==> src/rtl/arith_pkg.sv <==
// Shared arithmetic-datapath definitions: default operand widths and the divider FSM states.
package arith_pkg;

    localparam int unsigned DEF_DIVIDEND_W = 4;
    localparam int unsigned DEF_DIVISOR_W  = 2;

    // Quotient reported for a divide by zero; truncated to the quotient width at use.
    localparam logic [31:0] DIV0_QUOTIENT = '1;

    typedef enum logic [1:0] {
        IDLE,
        CALC,
        DONE
    } div_state_e;

endpackage

==> src/rtl/sequential_divider_if.sv <==
// Start/busy/done handshake plus operand and result buses of the sequential divider.
interface sequential_divider_if #(
    parameter int unsigned DIVIDEND_W = arith_pkg::DEF_DIVIDEND_W,
    parameter int unsigned DIVISOR_W  = arith_pkg::DEF_DIVISOR_W
);
    logic                  start;
    logic [DIVIDEND_W-1:0] dividend;
    logic [DIVISOR_W-1:0]  divisor;
    logic                  busy;
    logic                  done;
    logic [DIVIDEND_W-1:0] quotient;
    logic [DIVISOR_W-1:0]  remainder;
    logic                  div_by_zero;

    modport master (
        output start, dividend, divisor,
        input  busy, done, quotient, remainder, div_by_zero
    );

    modport slave (
        input  start, dividend, divisor,
        output busy, done, quotient, remainder, div_by_zero
    );
endinterface

==> src/rtl/sequential_divider_div_step.sv <==
// One combinational restoring-division step: shift in the next dividend bit, compare, subtract.
module div_step #(
    parameter int unsigned DIVISOR_W = arith_pkg::DEF_DIVISOR_W
) (
    input  logic [DIVISOR_W-1:0] r_in,
    input  logic                 msb,
    input  logic [DIVISOR_W-1:0] divisor,
    output logic [DIVISOR_W-1:0] r_next_c,
    output logic                 q_bit_c
);
    logic [DIVISOR_W:0] t;
    logic [DIVISOR_W:0] d_ext;

    // Compare at DIVISOR_W+1 bits; the restored remainder always fits DIVISOR_W bits.
    always_comb begin
        t        = {r_in, msb};
        d_ext    = {1'b0, divisor};
        q_bit_c  = (t >= d_ext);
        r_next_c = q_bit_c ? DIVISOR_W'(t - d_ext) : t[DIVISOR_W-1:0];
    end
endmodule

==> src/rtl/sequential_divider.sv <==
// Multi-cycle restoring divider: one quotient bit per clock behind a start/busy/done handshake.
module sequential_divider
    import arith_pkg::*;
#(
    parameter int unsigned DIVIDEND_W = DEF_DIVIDEND_W,
    parameter int unsigned DIVISOR_W  = DEF_DIVISOR_W
) (
    input logic                 clk,
    input logic                 rst,
    sequential_divider_if.slave bus
);
    localparam int unsigned CNT_W = (DIVIDEND_W > 1) ? $clog2(DIVIDEND_W) : 1;

    div_state_e            state;
    logic [DIVIDEND_W-1:0] q_sr;
    logic [DIVIDEND_W-1:0] q_sr_next;
    logic [DIVISOR_W-1:0]  r;
    logic [DIVISOR_W-1:0]  r_next;
    logic [DIVISOR_W-1:0]  divisor_q;
    logic [CNT_W-1:0]      count;
    logic                  q_bit;

    div_step #(.DIVISOR_W(DIVISOR_W)) u_step (
        .r_in     (r),
        .msb      (q_sr[DIVIDEND_W-1]),
        .divisor  (divisor_q),
        .r_next_c (r_next),
        .q_bit_c  (q_bit)
    );

    // Dividend bits leave at the MSB while quotient bits enter at the LSB.
    assign q_sr_next = DIVIDEND_W'({q_sr, q_bit});

    always_ff @(posedge clk or posedge rst) begin
        if (rst) begin
            state           <= IDLE;
            q_sr            <= '0;
            r               <= '0;
            divisor_q       <= '0;
            count           <= '0;
            bus.busy        <= 1'b0;
            bus.done        <= 1'b0;
            bus.quotient    <= '0;
            bus.remainder   <= '0;
            bus.div_by_zero <= 1'b0;
        end else begin
            case (state)
                IDLE: begin
                    if (bus.start) begin
                        bus.busy <= 1'b1;
                        if (bus.divisor == '0) begin
                            bus.quotient    <= DIVIDEND_W'(DIV0_QUOTIENT);
                            bus.remainder   <= '0;
                            bus.div_by_zero <= 1'b1;
                            bus.done        <= 1'b1;
                            state           <= DONE;
                        end else begin
                            q_sr      <= bus.dividend;
                            r         <= '0;
                            divisor_q <= bus.divisor;
                            count     <= CNT_W'(DIVIDEND_W - 1);
                            state     <= CALC;
                        end
                    end
                end
                CALC: begin
                    q_sr  <= q_sr_next;
                    r     <= r_next;
                    count <= count - CNT_W'(1);
                    if (count == '0) begin
                        bus.quotient    <= q_sr_next;
                        bus.remainder   <= r_next;
                        bus.div_by_zero <= 1'b0;
                        bus.done        <= 1'b1;
                        state           <= DONE;
                    end
                end
                DONE: begin
                    bus.done <= 1'b0;
                    bus.busy <= 1'b0;
                    state    <= IDLE;
                end
                default: state <= IDLE;
            endcase
        end
    end
endmodule

==> src/flat_wrapper.sv <==
// flat-port wrapper written by rule: the top's interface ports become plain ports
module sequential_divider_flat import arith_pkg::*;
#(
    parameter int unsigned DIVIDEND_W = DEF_DIVIDEND_W,
    parameter int unsigned DIVISOR_W  = DEF_DIVISOR_W
)
  (clk, rst, bus_start, bus_dividend, bus_divisor, bus_busy, bus_done, bus_quotient, bus_remainder, bus_div_by_zero);
  sequential_divider_if #(.DIVIDEND_W(DIVIDEND_W), .DIVISOR_W(DIVISOR_W)) bus_i ();
  input logic clk;
  input logic rst;
  input wire logic [$bits(bus_i.start)-1:0] bus_start;
  input wire logic [$bits(bus_i.dividend)-1:0] bus_dividend;
  input wire logic [$bits(bus_i.divisor)-1:0] bus_divisor;
  output wire logic [$bits(bus_i.busy)-1:0] bus_busy;
  output wire logic [$bits(bus_i.done)-1:0] bus_done;
  output wire logic [$bits(bus_i.quotient)-1:0] bus_quotient;
  output wire logic [$bits(bus_i.remainder)-1:0] bus_remainder;
  output wire logic [$bits(bus_i.div_by_zero)-1:0] bus_div_by_zero;
  assign bus_i.start = bus_start;
  assign bus_i.dividend = bus_dividend;
  assign bus_i.divisor = bus_divisor;
  assign bus_busy = bus_i.busy;
  assign bus_done = bus_i.done;
  assign bus_quotient = bus_i.quotient;
  assign bus_remainder = bus_i.remainder;
  assign bus_div_by_zero = bus_i.div_by_zero;
  sequential_divider #(.DIVIDEND_W(DIVIDEND_W), .DIVISOR_W(DIVISOR_W)) u_core (.clk(clk), .rst(rst), .bus(bus_i));
endmodule
==> config.mk <==
export PLATFORM = sky130hd
export DESIGN_NAME = sequential_divider_flat
export DESIGN_NICKNAME = d
export VERILOG_FILES = /design/src/rtl/arith_pkg.sv /design/src/rtl/sequential_divider_if.sv /design/src/rtl/sequential_divider_div_step.sv /design/src/rtl/sequential_divider.sv /design/src/flat_wrapper.sv
export SDC_FILE = /design/constraint.sdc
export NUM_CORES = 1
export LEC_CHECK = 0
export CORE_ASPECT_RATIO = 1.25
export CORE_MARGIN = 4
export CORE_UTILIZATION = 50
export CTS_BUF_LIST = sky130_fd_sc_hd__clkbuf_8 sky130_fd_sc_hd__clkbuf_16
export CTS_CLUSTER_SIZE = 30
export DETAILED_ROUTE_END_ITERATION = 8
export PLACE_DENSITY = 0.75
export SYNTH_ARGS = -nofsm -noshare
export SYNTH_HDL_FRONTEND = slang
export SYNTH_SLANG_ARGS = --single-unit
==> constraint.sdc <==
create_clock -name clk -period 2.4 [get_ports clk]
set_clock_uncertainty 0.1 [all_clocks]
set_input_delay 0.24 -clock clk [delete_from_list [all_inputs] [get_ports clk]]
set_output_delay 0.24 -clock clk [all_outputs]
set_load 0.05 [all_outputs]
# [Word-level counts from Yosys, hierarchy flattened]
# Index checks and enable logic that the tools add are counted.
[op_classes] add_sub_neg=2 multipliers=0 div_mod_pow=0 n_lt_le_gt_ge=1 eq_ne=6 shift=0 n_mux=30 bitwise=1 n_reduce_logical=12
[op_table] op="$mux W2" n=11
[op_table] op="$mux W4" n=5
[op_table] op="$pmux W2 S2" n=4
[op_table] op="$pmux W4 S2" n=2
[op_table] op="$reduce_and A4 Y1" n=2
[op_table] op="$logic_not A2 Y1" n=3
[op_table] op="$reduce_and A3 Y1" n=2
[op_table] op="$mux W1" n=5
[op_table] op="$ne A2 B1 Y1 const B" n=2
[op_table] op="$ne A2 B2 Y1 const B" n=2
[op_table] op="$pmux W1 S2" n=2
[op_table] op="$reduce_and A2 Y1" n=2
[op_table] op="$reduce_bool A2 Y1" n=2
[op_table] op="$ge A3 B2 Y1" n=1
[op_table] op="$pmux W1 S3" n=1
[op_table] op="$reduce_bool A3 Y1" n=1
[op_table] op="$eq A2 B1 Y1 const B" n=1
[op_table] op="$eq A2 B2 Y1 const B" n=1
[op_table] op="$sub A2 B1 Y2 const B" n=1
[op_table] op="$sub A2 B2 Y2" n=1
[op_table] op="$not A1 Y1" n=1
[totals] register_bits=21 latchBits=0 ram_bits=0 romBits=0 output_inout_bits=9 n_memories=0

# [Longest topological paths before layout]
[logic_depth] depth_word=4 ltp_mapped=7 ltp_nobuf=6

# [Cells and area by module]
# From an unflattened synthesis, not the netlist that was laid out.
[hier_totals] hier_cells=103 area_unflattened_um2=1087.3
[modules_own_cells] module="sequential_divider" instances=1 cells_each=90 area_each_um2=988.4 seq_area_each_um2=525.5
[modules_own_cells] module="div_step" instances=1 cells_each=13 area_each_um2=98.8 seq_area_each_um2=0.0

# [Least setup slack after synthesis]
# No wires, ideal clock.
[synth_path] path_kind="register to register" from="reg u_core.state[0]" to="reg u_core.bus.remainder[1]" setup_ns=0.125 arrival_time_ns=1.487 t_required_ns=2.175 slack_ns=0.688 path_stages_with_launch=4 n_path_buf=0 synth_period_minus_slack_ns=1.712 cell_sequence="dfrtp_1 or4b_4 a21oi_4 mux2_2"
[synth_between] elab_chain_cells=3 elab_cells_between_ends=8 cone_classes="eq/ne: 4; mux: 1; reduce/logical: 3"
[synth_lines] item="start, declared" line_no="sequential_divider.sv:14" source="div_state_e state;"
[synth_lines] item="start signal, assigned" line_no="sequential_divider.sv:36" source="state <= IDLE;"
[synth_lines] item="start signal, assigned" line_no="sequential_divider.sv:56" source="state <= DONE;"
[synth_lines] item="start signal, assigned" line_no="sequential_divider.sv:62" source="state <= CALC;"
[synth_lines] item="$eq A2 B1 Y1 or $logic_not A2 Y1 (tied branches)" line_no="sequential_divider.sv:47" source="case (state)"
[synth_lines] item="$ne A2 B1 Y1 (no line), or another cell as far along"
[synth_lines] item="$reduce_and A4 Y1 (no line)"
[synth_lines] item="end signal, assigned" line_no="sequential_divider.sv:72" source="bus.remainder <= r_next;"
[synth_lines] item="end, declared" line_no="sequential_divider_if.sv:22" source="output busy, done, quotient, remainder, div_by_zero"
# Parallel ways exist; a longest one is shown, timed or not.
# A chain may end at the register's enable or synchronous reset.

# [Final worst setup path]
[layout_path] from="reg u_core.divisor_q[1]" to="reg u_core.bus.remainder[0]"
[layout_between] elab_chain_cells=4
[layout_lines] item="start, declared" line_no="sequential_divider.sv:19" source="logic [DIVISOR_W-1:0] divisor_q;"
[layout_lines] item="start signal, assigned" line_no="sequential_divider.sv:60" source="divisor_q <= bus.divisor;"
[layout_lines] item="$ge A3 B2 Y1" line_no="sequential_divider_div_step.sv:18" source="q_bit_c = (t >= d_ext);"
[layout_lines] item="$mux W2" line_no="sequential_divider_div_step.sv:19" source="r_next_c = q_bit_c ? DIVISOR_W'(t - d_ext) : t[DIVISOR_W-1:0];"
[layout_lines] item="$mux W2" line_no="sequential_divider.sv:70" source="if (count == '0) begin"
[layout_lines] item="$pmux W2 S2" line_no="sequential_divider.sv:47"
# No other way between the ends. The select of a mux whose other input is x is not followed.

==> results.txt <==
- Final worst hold slack: 0.333 ns
- Ranked by total cell area, the synthesized netlist is headed by sky130_fd_sc_hd__dfrtp_1 (52%), sky130_fd_sc_hd__nand2_1 (5.2%), sky130_fd_sc_hd__a21oi_2 (4.3%), sky130_fd_sc_hd__ha_1 (3.7%), sky130_fd_sc_hd__inv_1 (3.3%).
- 0 antenna diodes ended up in the layout.
- In this run the tool buffered the top-level ports with 17 buffer cells.
- Finish-stage setup viols: 0
- Yosys warning count: 0
* Starting density of the core: 51.9%
* Async set-or-reset flop fraction in the synthesized netlist: 100%
- After clock tree synthesis, the clock-pin slew on the worst setup and hold paths is 0.08 ns.
- Cell variety after synth: 33
* Share of power burned in registers: 34.5%
- TritonCTS Buffers: 3
* EDFF count, synth: 0
- The later pin in the worst-skew pair is clocked with a latency of 0.26 ns.
* Global Route Usage Sum: 15.0%
- Vias in the first global route: 744
- Of the total power, combinational logic draws 52.7%.
- Post-CTS repair changed the size of 0 cells.
- The synthesized design contains 21 register bits.
* Number of hold-repair buffers added at the cts stage: 0
- Remaining antenna violation count: 0
* Run status: finished, final reports clean
- For this run, the register share of the synthesized area comes to 51.7%.
* Number of nets in the layout: 132
- For this run, the leading register cell type out of synthesis is sky130_fd_sc_hd__dfrtp_1.
- Setup ws final: 0.519 ns
* Commonest non-fill, non-tap cells in the layout: sky130_fd_sc_hd__dfrtp_1 (21), sky130_fd_sc_hd__clkdlybuf4s50_1 (17), sky130_fd_sc_hd__nand2_1 (14), sky130_fd_sc_hd__inv_1 (9), sky130_fd_sc_hd__nor2_1 (7)
* Share of the clock period used by the worst path: 78.4%
- Counting tap cells, the placed design contains a total of 135 instances.
- The number of nets in the synthesized netlist is 111.
- For this run, the detailed router's first-pass iteration total came to 4.
* TritonCTS clock tree: yes
- The die covers 2820 um^2.
* Most common cell after layout, fill and taps aside: sky130_fd_sc_hd__dfrtp_1
- After global routing the overflow that remains totals 0.
* Number of instances in the synthesized netlist: 99
- After layout, the minimum clock period comes to 1.88 ns.
- H-Tree Depth: 1
- Maximum root-to-sink buffer count: 2
- Critical path startpoint category: flip-flop
- Floorplan Core Area: 1960 um^2
* Number of maximum-capacitance constraint violations: 0
- Power per Cell Area: 1470 nW/um^2
- STA classifies the critical path endpoint as a flip-flop.
- Clock power share: 12.8%
- Int Power: 0.00101 W
- The max-slew violation total from the final report came to 0.
* Top cell type's share of synthesized area: 51.7%
- Net switching is 44.9% of the power.
* Overall via count from detail_route: 753
- Setup repair after global routing missed its margin: no
* Post-detailed-route wirelength per cell: 13.5 um
* Share of the core filled with cells: 63.8%
* Arrival time at the worst endpoint: 1.98 ns
- Total routed wirelength: 1.88 mm
- Pin count of the biggest net entering global routing: 22
- Count of endpoints failing hold in the final timing report: 0
- Site row count: 18
- Number of DRC violations after detailed-routing iteration 0: 18
- Library cell with the largest summed area after synthesis: sky130_fd_sc_hd__dfrtp_1
* Height of the die: 58.4 um
- Average size of a mapped cell: 10.3 um^2
- Horizontal extent of the die: 48.3 um
* I/O pins: 18
- Count of clock tree sinks: 21
- The post-route netlist has 16.0% of its cells at a drive strength greater than 1.
- The analysis attributes to cell leakage a power of 0.574 nW.
- Initial antenna violation count: 0
- The count of cells in the finished layout, fillers not included, comes to 139.
- IR analysis of the VDD net gives a maximum drop of 0.000945 V.
* Global-route wire length before repair: 3.36 mm
- Dividing the detail-routed via count by the number of cells gives 5.42.
* Startpoint-to-endpoint class of the critical path: reg2reg
- Cell at the root of the clock tree: sky130_fd_sc_hd__clkbuf_8
- The wire-length estimate of the detail-placed layout is 1.36 mm.
- Final GP Congestion: 0.692
* Worst path required time: 2.50 ns
* Final-layout setup total negative slack: 0 ns
- Timing analysis after detailed placement gives a worst setup slack of 0.424 ns.
- Maximum fanout count along the critical path: 5
* Highest attainable clock frequency: 532 MHz
- Relative to the synthesized area, the layout overhead comes to 22.9%.
* Worst max-slew margin expressed relative to the limit: 46.8%
- For the pin with the worst max-slew slack, the measured transition is 0.797 ns.
- The number of setup buffers added after CTS is 0.
- The min-delay analysis places its worst path in the category in2async.
* Post-synthesis instance area: 1020 um^2
- Net Sw Power: 0.000825 W
- After detailed routing, the number of remaining DRC violations is 0.
==> critical path: stages (launching register included) <==
cell	delay, ns
sky130_fd_sc_hd__dfrtp_1	0.35
sky130_fd_sc_hd__inv_1	0.05
sky130_fd_sc_hd__ha_1	0.33
sky130_fd_sc_hd__or3_1	0.35
sky130_fd_sc_hd__a221oi_1	0.44
sky130_fd_sc_hd__a22o_1	0.19
==> worst paths after layout <==
path	from	endpoint	slack, ns	cells after the start
max	u_core.divisor_q[1]$_DFFE_PP0P_	u_core.bus.remainder[0]$_DFFE_PP0P_	0.52	5
min	rst	u_core.bus.quotient[0]$_DFFE_PP0P_	0.33	2
max reg2reg	u_core.divisor_q[1]$_DFFE_PP0P_	u_core.bus.remainder[0]$_DFFE_PP0P_	0.52	5
min reg2reg	u_core.divisor_q[1]$_DFFE_PP0P_	u_core.divisor_q[1]$_DFFE_PP0P_	0.39	2
max in group asynchronous	rst	u_core.bus.quotient[1]$_DFFE_PP0P_	1.38	2
min in group clk	u_core.divisor_q[1]$_DFFE_PP0P_	u_core.divisor_q[1]$_DFFE_PP0P_	0.39	2
==> area by class of cell <==
cell class	count	area [um^2]
inverters	9	33.8
repair buffers	19	185
fillers	162	709
clock inverters	1	5.00
flip-flops and latches	21	526
multi-input cells	66	434
well taps	20	25.0
clock buffers	3	41.3
==> per-stage QoR <==
stage	total power (W)	cell area [um^2]
final	0.00184	1250
after global routing	0.00199	1250
after CTS	0.00185	1250
after detailed placement	0.00162	1200
after global placement	0.00159	1200
after floorplan	0.00136	1020
==> metal layers <==
layer,share of wire (%),vias to the layer above,track usage (%)
li1,-,375,-
met1,48,356,18.6
met2,45,18,24.6
met3,5.2,4,3.54
met4,1.8,0,7.11
met5,0,-,0
==> power groups by stage <==
stage / clock network (W) / logic (W) / registers, W
final: 0.000235 / 0.000968 / 0.000634
after global routing: 0.000251 / 0.00107 / 0.000662
after CTS: 0.000235 / 0.000983 / 0.000636
after detailed placement: 0 / 0.000980 / 0.000640
after global placement: 0 / 0.000952 / 0.000637
after floorplan: 0 / 0.000547 / 0.000814
==> sequential cells by signal, summed over array words and instances, names as in the netlist <==
| register | cells |
|---|---|
| u_core.state | 2 |
| u_core.count | 2 |
| u_core.q_sr | 4 |
| u_core.bus.done | 1 |
| u_core.bus.busy | 1 |
| u_core.bus.remainder | 2 |
| u_core.bus.div_by_zero | 1 |
| u_core.divisor_q | 2 |
| u_core.bus.quotient | 4 |
| u_core.r | 2 |
==> cell usage after synthesis, drive strengths merged (2+ instances only) <==
cell,count
a21o,2
ha,3
nand2,14
o21ai,5
nor2,12
buf,2
mux2i,3
a21oi,9
dfrtp,21
inv,9
==> kinds of logic (layout without fill, tap and decap cells) <==
kind of cell               after synthesis  after routing  synth area share [%]
and+or+nand+nor                         35             35                  17.2
AOI/OAI and AO/OA                       24             24                  17.7
DFF                                     21             21                  51.7
buffers and inverters                   12             32                  5.66
muxes                                    4              4                  4.06
adders and majority gates                3              3                  3.69
Note: power is estimated with default switching activity, not from simulation.
